## src/rtl/pipeline_hazard_controller_if.sv

```systemverilog
// pipeline_hazard_controller_if: hazard-detection inputs and stage-control outputs of the pipeline hazard controller
interface pipeline_hazard_controller_if;
    logic [4:0]  id_rs1;
    logic [4:0]  id_rs2;
    logic        id_uses_rs1;
    logic        id_uses_rs2;
    logic [4:0]  ex_rd;
    logic        ex_memory_read_enable;
    logic        mem_branch;
    logic        mem_zero;
    logic        mem_pc_update;
    logic        mem_memory_read_enable;
    logic        mem_memory_write_enable;
    logic        dmem_ready;
    logic        pc_write_enable;
    logic        if_id_write_enable;
    logic        id_ex_write_enable;
    logic        ex_mem_write_enable;
    logic        mem_wb_write_enable;
    logic        if_id_flush;
    logic        id_ex_flush;
    logic        ex_mem_flush;
    logic        mem_wb_flush;
    logic        pc_redirect;
    logic        dmem_request;
    logic        memory_fault;
    logic [31:0] stall_cycle_count;

    modport master (
        output id_rs1, id_rs2, id_uses_rs1, id_uses_rs2, ex_rd, ex_memory_read_enable,
               mem_branch, mem_zero, mem_pc_update, mem_memory_read_enable,
               mem_memory_write_enable, dmem_ready,
        input  pc_write_enable, if_id_write_enable, id_ex_write_enable, ex_mem_write_enable,
               mem_wb_write_enable, if_id_flush, id_ex_flush, ex_mem_flush, mem_wb_flush,
               pc_redirect, dmem_request, memory_fault, stall_cycle_count
    );

    modport slave (
        input  id_rs1, id_rs2, id_uses_rs1, id_uses_rs2, ex_rd, ex_memory_read_enable,
               mem_branch, mem_zero, mem_pc_update, mem_memory_read_enable,
               mem_memory_write_enable, dmem_ready,
        output pc_write_enable, if_id_write_enable, id_ex_write_enable, ex_mem_write_enable,
               mem_wb_write_enable, if_id_flush, id_ex_flush, ex_mem_flush, mem_wb_flush,
               pc_redirect, dmem_request, memory_fault, stall_cycle_count
    );
endinterface

```

## src/rtl/pipeline_hazard_controller.sv

```systemverilog
// pipeline_hazard_controller: stall/flush/redirect control for a 5-stage pipeline with a variable-latency data memory
module pipeline_hazard_controller #(
    parameter int MEMORY_TIMEOUT = 16
) (
    input  logic                         clk,
    input  logic                         rst_n,
    pipeline_hazard_controller_if.slave  hz
);
    typedef enum logic {RUN = 1'b0, MEM_WAIT = 1'b1} state_t;

    state_t      state_q, state_d;
    logic [7:0]  wait_count_q, wait_count_d;
    logic        memory_fault_q, memory_fault_d;
    logic [31:0] stall_cycle_count_q, stall_cycle_count_d;
    logic        mem_access, redirect, load_use;
    logic        timeout, mem_stall, take_redirect, load_use_stall, pc_we;

    assign mem_access = hz.mem_memory_read_enable | hz.mem_memory_write_enable;
    assign redirect   = hz.mem_pc_update | (hz.mem_branch & hz.mem_zero);
    assign load_use   = hz.ex_memory_read_enable & (hz.ex_rd != 5'd0) &
                        ((hz.id_uses_rs1 & (hz.id_rs1 == hz.ex_rd)) |
                         (hz.id_uses_rs2 & (hz.id_rs2 == hz.ex_rd)));

    // Priority chain: memory stall, then redirect (only when the pipeline advances), then load-use bubble
    assign timeout        = (state_q == MEM_WAIT) & ~hz.dmem_ready & (wait_count_q == 8'(MEMORY_TIMEOUT - 1));
    assign mem_stall      = ~hz.dmem_ready & ((state_q == RUN) ? mem_access : ~timeout);
    assign take_redirect  = redirect & ~mem_stall & ~timeout;
    assign load_use_stall = load_use & ~mem_stall & ~take_redirect;
    assign pc_we          = ~mem_stall & ~load_use_stall;

    // State and counters; reset abandons any outstanding memory request
    always_ff @(posedge clk or negedge rst_n) begin
        if (!rst_n) begin
            state_q             <= RUN;
            wait_count_q        <= 8'd0;
            memory_fault_q      <= 1'b0;
            stall_cycle_count_q <= 32'd0;
        end else begin
            state_q             <= state_d;
            wait_count_q        <= wait_count_d;
            memory_fault_q      <= memory_fault_d;
            stall_cycle_count_q <= stall_cycle_count_d;
        end
    end

    // Next state: stay in MEM_WAIT while the memory stall persists; fault is sticky; stall count saturates
    always_comb begin
        state_d             = mem_stall ? MEM_WAIT : RUN;
        wait_count_d        = mem_stall ? wait_count_q + 8'd1 : 8'd0;
        memory_fault_d      = memory_fault_q | timeout;
        stall_cycle_count_d = (~pc_we & ~&stall_cycle_count_q) ? stall_cycle_count_q + 32'd1 : stall_cycle_count_q;
    end

    // Stage controls; request and redirect are forced low while reset is asserted
    always_comb begin
        hz.pc_write_enable     = pc_we;
        hz.if_id_write_enable  = pc_we;
        hz.id_ex_write_enable  = ~mem_stall;
        hz.ex_mem_write_enable = ~mem_stall;
        hz.mem_wb_write_enable = ~mem_stall;
        hz.if_id_flush         = take_redirect;
        hz.id_ex_flush         = take_redirect | load_use_stall;
        hz.ex_mem_flush        = take_redirect;
        hz.mem_wb_flush        = timeout;
        hz.pc_redirect         = rst_n & take_redirect;
        hz.dmem_request        = rst_n & ((state_q == MEM_WAIT) | mem_access);
        hz.memory_fault        = memory_fault_q;
        hz.stall_cycle_count   = stall_cycle_count_q;
    end
endmodule
```

## src/flat_wrapper.sv

```systemverilog
// flat-port wrapper written by rule: the top's interface ports become plain ports
module pipeline_hazard_controller_flat 
#(
    parameter int MEMORY_TIMEOUT = 16
)
  (clk, rst_n, hz_id_rs1, hz_id_rs2, hz_id_uses_rs1, hz_id_uses_rs2, hz_ex_rd, hz_ex_memory_read_enable, hz_mem_branch, hz_mem_zero, hz_mem_pc_update, hz_mem_memory_read_enable, hz_mem_memory_write_enable, hz_dmem_ready, hz_pc_write_enable, hz_if_id_write_enable, hz_id_ex_write_enable, hz_ex_mem_write_enable, hz_mem_wb_write_enable, hz_if_id_flush, hz_id_ex_flush, hz_ex_mem_flush, hz_mem_wb_flush, hz_pc_redirect, hz_dmem_request, hz_memory_fault, hz_stall_cycle_count);
  pipeline_hazard_controller_if hz_i ();
  input  logic clk;
  input  logic rst_n;
  input wire logic [$bits(hz_i.id_rs1)-1:0] hz_id_rs1;
  input wire logic [$bits(hz_i.id_rs2)-1:0] hz_id_rs2;
  input wire logic [$bits(hz_i.id_uses_rs1)-1:0] hz_id_uses_rs1;
  input wire logic [$bits(hz_i.id_uses_rs2)-1:0] hz_id_uses_rs2;
  input wire logic [$bits(hz_i.ex_rd)-1:0] hz_ex_rd;
  input wire logic [$bits(hz_i.ex_memory_read_enable)-1:0] hz_ex_memory_read_enable;
  input wire logic [$bits(hz_i.mem_branch)-1:0] hz_mem_branch;
  input wire logic [$bits(hz_i.mem_zero)-1:0] hz_mem_zero;
  input wire logic [$bits(hz_i.mem_pc_update)-1:0] hz_mem_pc_update;
  input wire logic [$bits(hz_i.mem_memory_read_enable)-1:0] hz_mem_memory_read_enable;
  input wire logic [$bits(hz_i.mem_memory_write_enable)-1:0] hz_mem_memory_write_enable;
  input wire logic [$bits(hz_i.dmem_ready)-1:0] hz_dmem_ready;
  output wire logic [$bits(hz_i.pc_write_enable)-1:0] hz_pc_write_enable;
  output wire logic [$bits(hz_i.if_id_write_enable)-1:0] hz_if_id_write_enable;
  output wire logic [$bits(hz_i.id_ex_write_enable)-1:0] hz_id_ex_write_enable;
  output wire logic [$bits(hz_i.ex_mem_write_enable)-1:0] hz_ex_mem_write_enable;
  output wire logic [$bits(hz_i.mem_wb_write_enable)-1:0] hz_mem_wb_write_enable;
  output wire logic [$bits(hz_i.if_id_flush)-1:0] hz_if_id_flush;
  output wire logic [$bits(hz_i.id_ex_flush)-1:0] hz_id_ex_flush;
  output wire logic [$bits(hz_i.ex_mem_flush)-1:0] hz_ex_mem_flush;
  output wire logic [$bits(hz_i.mem_wb_flush)-1:0] hz_mem_wb_flush;
  output wire logic [$bits(hz_i.pc_redirect)-1:0] hz_pc_redirect;
  output wire logic [$bits(hz_i.dmem_request)-1:0] hz_dmem_request;
  output wire logic [$bits(hz_i.memory_fault)-1:0] hz_memory_fault;
  output wire logic [$bits(hz_i.stall_cycle_count)-1:0] hz_stall_cycle_count;
  assign hz_i.id_rs1 = hz_id_rs1;
  assign hz_i.id_rs2 = hz_id_rs2;
  assign hz_i.id_uses_rs1 = hz_id_uses_rs1;
  assign hz_i.id_uses_rs2 = hz_id_uses_rs2;
  assign hz_i.ex_rd = hz_ex_rd;
  assign hz_i.ex_memory_read_enable = hz_ex_memory_read_enable;
  assign hz_i.mem_branch = hz_mem_branch;
  assign hz_i.mem_zero = hz_mem_zero;
  assign hz_i.mem_pc_update = hz_mem_pc_update;
  assign hz_i.mem_memory_read_enable = hz_mem_memory_read_enable;
  assign hz_i.mem_memory_write_enable = hz_mem_memory_write_enable;
  assign hz_i.dmem_ready = hz_dmem_ready;
  assign hz_pc_write_enable = hz_i.pc_write_enable;
  assign hz_if_id_write_enable = hz_i.if_id_write_enable;
  assign hz_id_ex_write_enable = hz_i.id_ex_write_enable;
  assign hz_ex_mem_write_enable = hz_i.ex_mem_write_enable;
  assign hz_mem_wb_write_enable = hz_i.mem_wb_write_enable;
  assign hz_if_id_flush = hz_i.if_id_flush;
  assign hz_id_ex_flush = hz_i.id_ex_flush;
  assign hz_ex_mem_flush = hz_i.ex_mem_flush;
  assign hz_mem_wb_flush = hz_i.mem_wb_flush;
  assign hz_pc_redirect = hz_i.pc_redirect;
  assign hz_dmem_request = hz_i.dmem_request;
  assign hz_memory_fault = hz_i.memory_fault;
  assign hz_stall_cycle_count = hz_i.stall_cycle_count;
  pipeline_hazard_controller #(.MEMORY_TIMEOUT(MEMORY_TIMEOUT)) u_core (.clk(clk), .rst_n(rst_n), .hz(hz_i));
endmodule
```

## config.mk

```make
export PLATFORM = sky130hd
export DESIGN_NAME = pipeline_hazard_controller_flat
export DESIGN_NICKNAME = d
export VERILOG_FILES = /design/src/rtl/pipeline_hazard_controller_if.sv /design/src/rtl/pipeline_hazard_controller.sv /design/src/flat_wrapper.sv
export SDC_FILE = /design/constraint.sdc
export NUM_CORES = 1
export LEC_CHECK = 0
export ABC_AREA = 1
export CAP_MARGIN = 15
export CORE_MARGIN = 5
export CORE_UTILIZATION = 45
export DETAILED_ROUTE_END_ITERATION = 8
export PLACE_DENSITY = 0.73
export SLEW_MARGIN = 40
export SYNTH_ARGS = -nofsm -noshare
export SYNTH_HDL_FRONTEND = slang
export SYNTH_SLANG_ARGS = --single-unit
```

## constraint.sdc

```tcl
create_clock -name clk -period 5.2 [get_ports clk]
set_clock_uncertainty 0.1 [all_clocks]
set_input_delay 1.04 -clock clk [delete_from_list [all_inputs] [get_ports clk]]
set_output_delay 1.04 -clock clk [all_outputs]
set_load 0.01 [all_outputs]
```

[After elaboration in Yosys (flattened, before gate mapping)]
Cells that the tools add are included.
Storage, ports and cells
  register bits after elaboration: 42
  bits of input ports: 26
  word-level logic and storage cells: 43
Cells by class
  add/subtract/negate cells: 2
  equal/unequal tests: 3
  muxes and demuxes: 3
  bitwise logic cells: 28
  reduce and logical (&&, ||, !) cells: 3
Operator list (number)
  32-bit by 1-bit adder with 32-bit output, second input constant: 1
  32-bit AND reduction: 1
  1-bit bitwise AND: 16
  5-bit == test: 2
  8-bit by 1-bit adder with 8-bit output, second input constant: 1
  8-bit by 4-bit == test with 1-bit output, second input constant: 1
  8-bit 2-to-1 mux: 1
  1-bit NOT: 6
  1-bit bitwise OR: 6
  5-bit nonzero test: 1
  1-bit 2-to-1 mux: 2
  1-bit logical NOT: 1

[Logic depth before layout (Yosys ltp)]
  depth after elaboration: 15
  gate-level depth with buffers: 12

[Least setup slack after synthesis]
No wires, ideal clock.
  kind: input to output
  start: in hz_mem_memory_write_enable
  end: out hz_pc_write_enable
  data arrival time: 2.144 ns
  path slack: 1.916 ns
  stages: 8
  buffers on the path: 2
  cell sequence: nor3_2 > nor2_2 > or2_4 > nand3_2 > nand2_4 > buf_4 > inv_1 > buf_4
Between the ends
  longest elaborated chain between the ends: 10
  elaborated cells on any way between the ends: 11
RTL lines
  start: declaration: line flat_wrapper.sv:20  | input wire logic [$bits(hz_i.mem_memory_write_enable)-1:0] hz_mem_memory_write_enable;
  1-bit bitwise OR (*): line pipeline_hazard_controller.sv:18  | assign mem_access = hz.mem_memory_read_enable | hz.mem_memory_write_enable;
  1-bit 2-to-1 mux (*): line pipeline_hazard_controller.sv:26  | assign mem_stall = ~hz.dmem_ready & ((state_q == RUN) ? mem_access : ~timeout);
  1-bit bitwise AND (*): line pipeline_hazard_controller.sv:26
  1-bit NOT (*): line pipeline_hazard_controller.sv:27, pipeline_hazard_controller.sv:28, pipeline_hazard_controller.sv:29
  1-bit bitwise AND (2 in series): line pipeline_hazard_controller.sv:27  | assign take_redirect = redirect & ~mem_stall & ~timeout;
  1-bit NOT: line pipeline_hazard_controller.sv:28  | assign load_use_stall = load_use & ~mem_stall & ~take_redirect;
  1-bit bitwise AND: line pipeline_hazard_controller.sv:28
  1-bit NOT: line pipeline_hazard_controller.sv:29  | assign pc_we = ~mem_stall & ~load_use_stall;
  1-bit bitwise AND (*): line pipeline_hazard_controller.sv:29
  end: declaration: line flat_wrapper.sv:22  | output wire logic [$bits(hz_i.pc_write_enable)-1:0] hz_pc_write_enable;
Every way passes the cells marked *; elsewhere a longest branch is shown, timed or not.

[Final worst setup path]
  start: in hz_ex_rd[4]
  end: out hz_pc_write_enable
Between the ends
  longest elaborated chain between the ends: 8
  elaborated cells on any way between the ends: 12
RTL lines
  start: declaration: line flat_wrapper.sv:14  | input wire logic [$bits(hz_i.ex_rd)-1:0] hz_ex_rd;
  5-bit == test, on equally long branches: line pipeline_hazard_controller.sv:21, pipeline_hazard_controller.sv:22
  1-bit bitwise AND, on equally long branches: line pipeline_hazard_controller.sv:21, pipeline_hazard_controller.sv:22
  1-bit bitwise OR: line pipeline_hazard_controller.sv:21  | ((hz.id_uses_rs1 & (hz.id_rs1 == hz.ex_rd)) |
  1-bit bitwise AND (*): line pipeline_hazard_controller.sv:20  | assign load_use = hz.ex_memory_read_enable & (hz.ex_rd != 5'd0) &
  1-bit bitwise AND (*) (2 in series): line pipeline_hazard_controller.sv:28
  1-bit NOT (*): line pipeline_hazard_controller.sv:29
  1-bit bitwise AND (*): line pipeline_hazard_controller.sv:29
Marked as above.

==> results.md <==
Cells and area:
- The most common library cell in the layout ignoring fill and taps is nand2_1.
- The top cell types in the final layout, fill and taps aside, are 174 x nand2_1, 68 x clkdlybuf4s50_1, 56 x nor2_1, 50 x inv_1, 42 x dfrtp_1.
- The area growth from synthesis to layout is 26.1%.
- The share of the core filled with cells is 0.578.
- The area of all placed cells without fillers is roughly 4000 um^2.
- The post-layout instance count excluding filler cells is 599.
- The number of antenna diodes in the final layout is 0.
- The final net count is roughly 550.
- The layout cell share with drive strength beyond 1 is 0.0906.

Clock tree:
- Clock tree synthesis found a total of between 40 and 50 sinks.
- The total CTS buffers is 5.
- In this run the post-CTS setup repair buffer count came out at 0.
- After clock tree synthesis, the flow added hold-fix buffers numbering 0.
- The CTS root buffer is clkbuf_8.
- In this run the number of H-tree levels came out at 2.
- The clock latency reported for the late side of the worst-skew pair is 300 ps.
- TritonCTS built the clock tree.
- After clock tree synthesis, the repair step resized 0 gates.
- The maximum buffer depth of the clock tree is 2.
- After clock tree synthesis, the clock-pin slew on the worst setup and hold paths is 80 ps.

Pwr:
- The switching component of the power is roughly 0.22 mW.
- Summed over all cells, the static leakage comes to approximately 1.9 nW.
- The overall power consumption is 0.857 mW.
- Of the total power, the share spent switching nets is 0.262.
- For this design the ratio of total power to cell area is approximately 220 nW/um^2.
- Of the total power, combinational logic draws 0.191.
- The internal power contribution is 0.632 mW.
- The share of total power in the clock network is 0.377.
- VDD sags by at most 0.151 mV.
- The sequential fraction of design power is 0.432.

Global route:
- The largest net degree at the start of global routing is 43.
- The initial antenna violation count is 0.
- The first-pass GRT wire length is 13.3 mm.
- Summed over all layers, the global routing overflow is 0.
- In the global route stage, overall resource usage came out at 0.188.
- The number of global-route vias before repair is 2855.

STA:
- The fmax is between 200 and 250 MHz.
- The number of pins with negative max-slew slack in the final report came to 0.
- The worst path in the final design needs a cycle of 4310 ps, including I/O delays and setup.
- In the final timing run, aggregate negative setup slack is 0 ps.
- In the finished design, the share of the clock period the worst path needs comes to 0.829.
- Setup repair after global routing left no endpoint under its margin.
- The total setup violations reported at the end of the flow is 0.
- The smallest setup slack after layout is 888 ps.
- The smallest hold slack is between 300 and 400 ps.
- The final count of hold timing violations came to 0.
- The worst slew margin relative to its limit is 0.645.
- The slew of the pin with the lowest slew margin is around 530 ps.

Route:
- The mean routed wirelength per cell is 13.0 um.
- The remaining number of nets flagged by the antenna check after routing is 0.
- The routed via count is 3028.
- The remaining routing DRC violations is 0.
- The first TritonRoute pass finished after 5 iterations.
- For this block, the initial DRC count from the detailed router was 149.
- After detailed routing, the number of vias per cell comes to a little over 5.
- The sum of routed wire length over all layers is between 7 and 8 mm.

Critical path:
- In this run the critical register-to-register path is launched from u_core.hz.stall_cycle_count[0].
- The launching element type of the critical path is an input port.
- The number of cells on the worst reg-to-reg path is 9.
- The worst flop-to-flop path endpoint is u_core.hz.stall_cycle_count[11].
- The first element of the critical path is hz_ex_rd[4].
- STA classifies the critical path endpoint as an output pin.
- The cell repeated most along the worst path is nand2_1.
- The data arrival time at the worst-slack endpoint is between 3000 and 4000 ps.
- The flop-to-flop setup slack is 2820 ps.
- The longest individual stage delay on the worst path is around 510 ps.
- The maximum fanout count along the critical path is 40.
- The largest delay contributor family on the critical path is buffers and inverters.
- The critical path ends at hz_pc_write_enable.
- The critical path runs through a total of 11 cells.
- Walking the worst path, the cells encountered are clkdlybuf4s50_1 -> inv_1 -> nand2_1 -> nand2_1 -> nor2_1 -> nand3_1 -> nand2_1 -> nand3_2 -> nand2_4 -> inv_1 -> clkdlybuf4s50_1.
- By startpoint and endpoint, the worst setup path is classified as input port to output pin.
- At the worst endpoint, the required time is roughly 4100 ps.
- The highest-delay cell along the critical path is clkdlybuf4s50_1.
- Counting both buffers and inverters, the worst setup path holds a total of 4.

Floorplanning:
- The total I/O pin count is 70.
- The floorplan step set the die width to 92.9 um.
- Measured along the y axis, the die boundary spans 92.9 um.
- The floorplan step defined a die boundary enclosing 8640 um^2.
- The row count is 30.
- The placeable core region is a little under 7000 um^2.
- For this configuration, the core starts out at a cell density of 0.458.

Synthesis:
- The number of synthesized register bits is 42.
- The cell count after synthesis came out at roughly 450.
- For this run, the register share of the synthesized area comes to 0.340.
- During synthesis, Yosys emitted a total of 0 warnings.
- The cell area that synthesis handed to floorplanning was 3100 um^2.
- Yosys mapped the design onto 33 distinct sky130hd cell types.
- The synthesized area per cell is 6.82 um^2.
- The post-synth net total is 482.

Placement:
- Routability-driven placement finished with a final weighted congestion of 0.942.
- The number of buffers inserted by port buffering is 69.
- The pre-CTS setup slack is 904 ps.
- The wire-length estimate of the detail-placed layout is roughly 6 mm.
- The post-place instance area is 3760 um^2.
- Including well taps, the total number of placed cells is 591.

Flow run:
- The max-capacitance violation count is 0.

Hold path:
- The min-delay analysis places its worst path in the category flop to flop.

Status:
- The flow ran to the end, and the final reports show no timing, DRC or antenna violations.
layer usage:
| metal | vias to the layer above | track usage | routed length (um) |
|---|---|---|---|
| met5 | - | 0 | 0 |
| met4 | 0 | 0.0513 | 120 |
| met1 | 1424 | 0.250 | 3490 |
| met3 | 10 | 0.0301 | 341 |
| li1 | 1521 | - | - |
| met2 | 73 | 0.317 | 3810 |
state kept, by name, indices dropped and copies added (netlist names):
| signal | flops |
|---|---|
| u_core.hz.stall_cycle_count | 32 |
| u_core.wait_count_q | 8 |
| u_core.hz.memory_fault | 1 |
| u_core.state_q | 1 |
cell families after synthesis:
group	share of synthesized area
flops	0.340
buf+inv	0.109
xor+xnor	0.0509
compound gates	0.0206
simple gates	0.472
fa+ha+maj	0.00808
worst reg2reg max path: stages, from the launching register on:
cell	delay, ps
dfrtp_1	430
ha_1	210
nand3_1	220
inv_2	160
nand3_2	90
nor2_4	130
nand3b_4	370
nand2_4	430
nand2_1	100
nand2_1	70
power by group through the flow:
stage / Sequential, mW / Combinational (mW) / Clock (mW)
finish: 0.370 / 0.164 / 0.323
global route: 0.374 / 0.180 / 0.348
CTS: 0.370 / 0.165 / 0.329
detailed placement: 0.377 / 0.165 / 0
global placement: 0.376 / 0.161 / 0
floorplan: 0.379 / 0.0826 / 0
layout make-up:
class,count,area [um^2]
clock buffers,6,82.6
clock inverters,2,60.1
fillers,637,2850
inverters,56,210
multi-input cells,343,1710
flip-flops and latches,42,1050
well taps,80,100
repair buffers,70,693
synthesized netlist by cell type (all sizes together):
library cell  instances  area, um^2
nand2               178         688
nor2                 61         251
inv                  56         210
nand3                46         305
dfrtp                42        1050
buf                  13         128
nor3                 12        76.3
xor2                 12         105
a21oi                 6        41.3
nand3b                6        57.6
xnor2                 6        52.6
nand4                 5        46.3
o21ai                 3        15.0
and3                  2        12.5
ha                    2        25.0
or2                   2        15.0
nor3b                 1        7.51
o211ai                1        7.51
how the worst min path moves through the flow:
stage,start,endpoint,slack [ps],depth (start not counted)
2_1_floorplan,u_core.wait_count_q[0],u_core.wait_count_q[0],350,1
3_3_place_gp,u_core.hz.memory_fault,u_core.hz.memory_fault,350,1
3_5_place_dp,u_core.hz.memory_fault,u_core.hz.memory_fault,360,1
4_1_cts,u_core.hz.memory_fault,u_core.hz.memory_fault,380,1
5_1_grt,u_core.wait_count_q[0],u_core.wait_count_q[0],420,1
6_report,u_core.hz.memory_fault,u_core.hz.memory_fault,380,1
(Power assumes the default switching activity.)
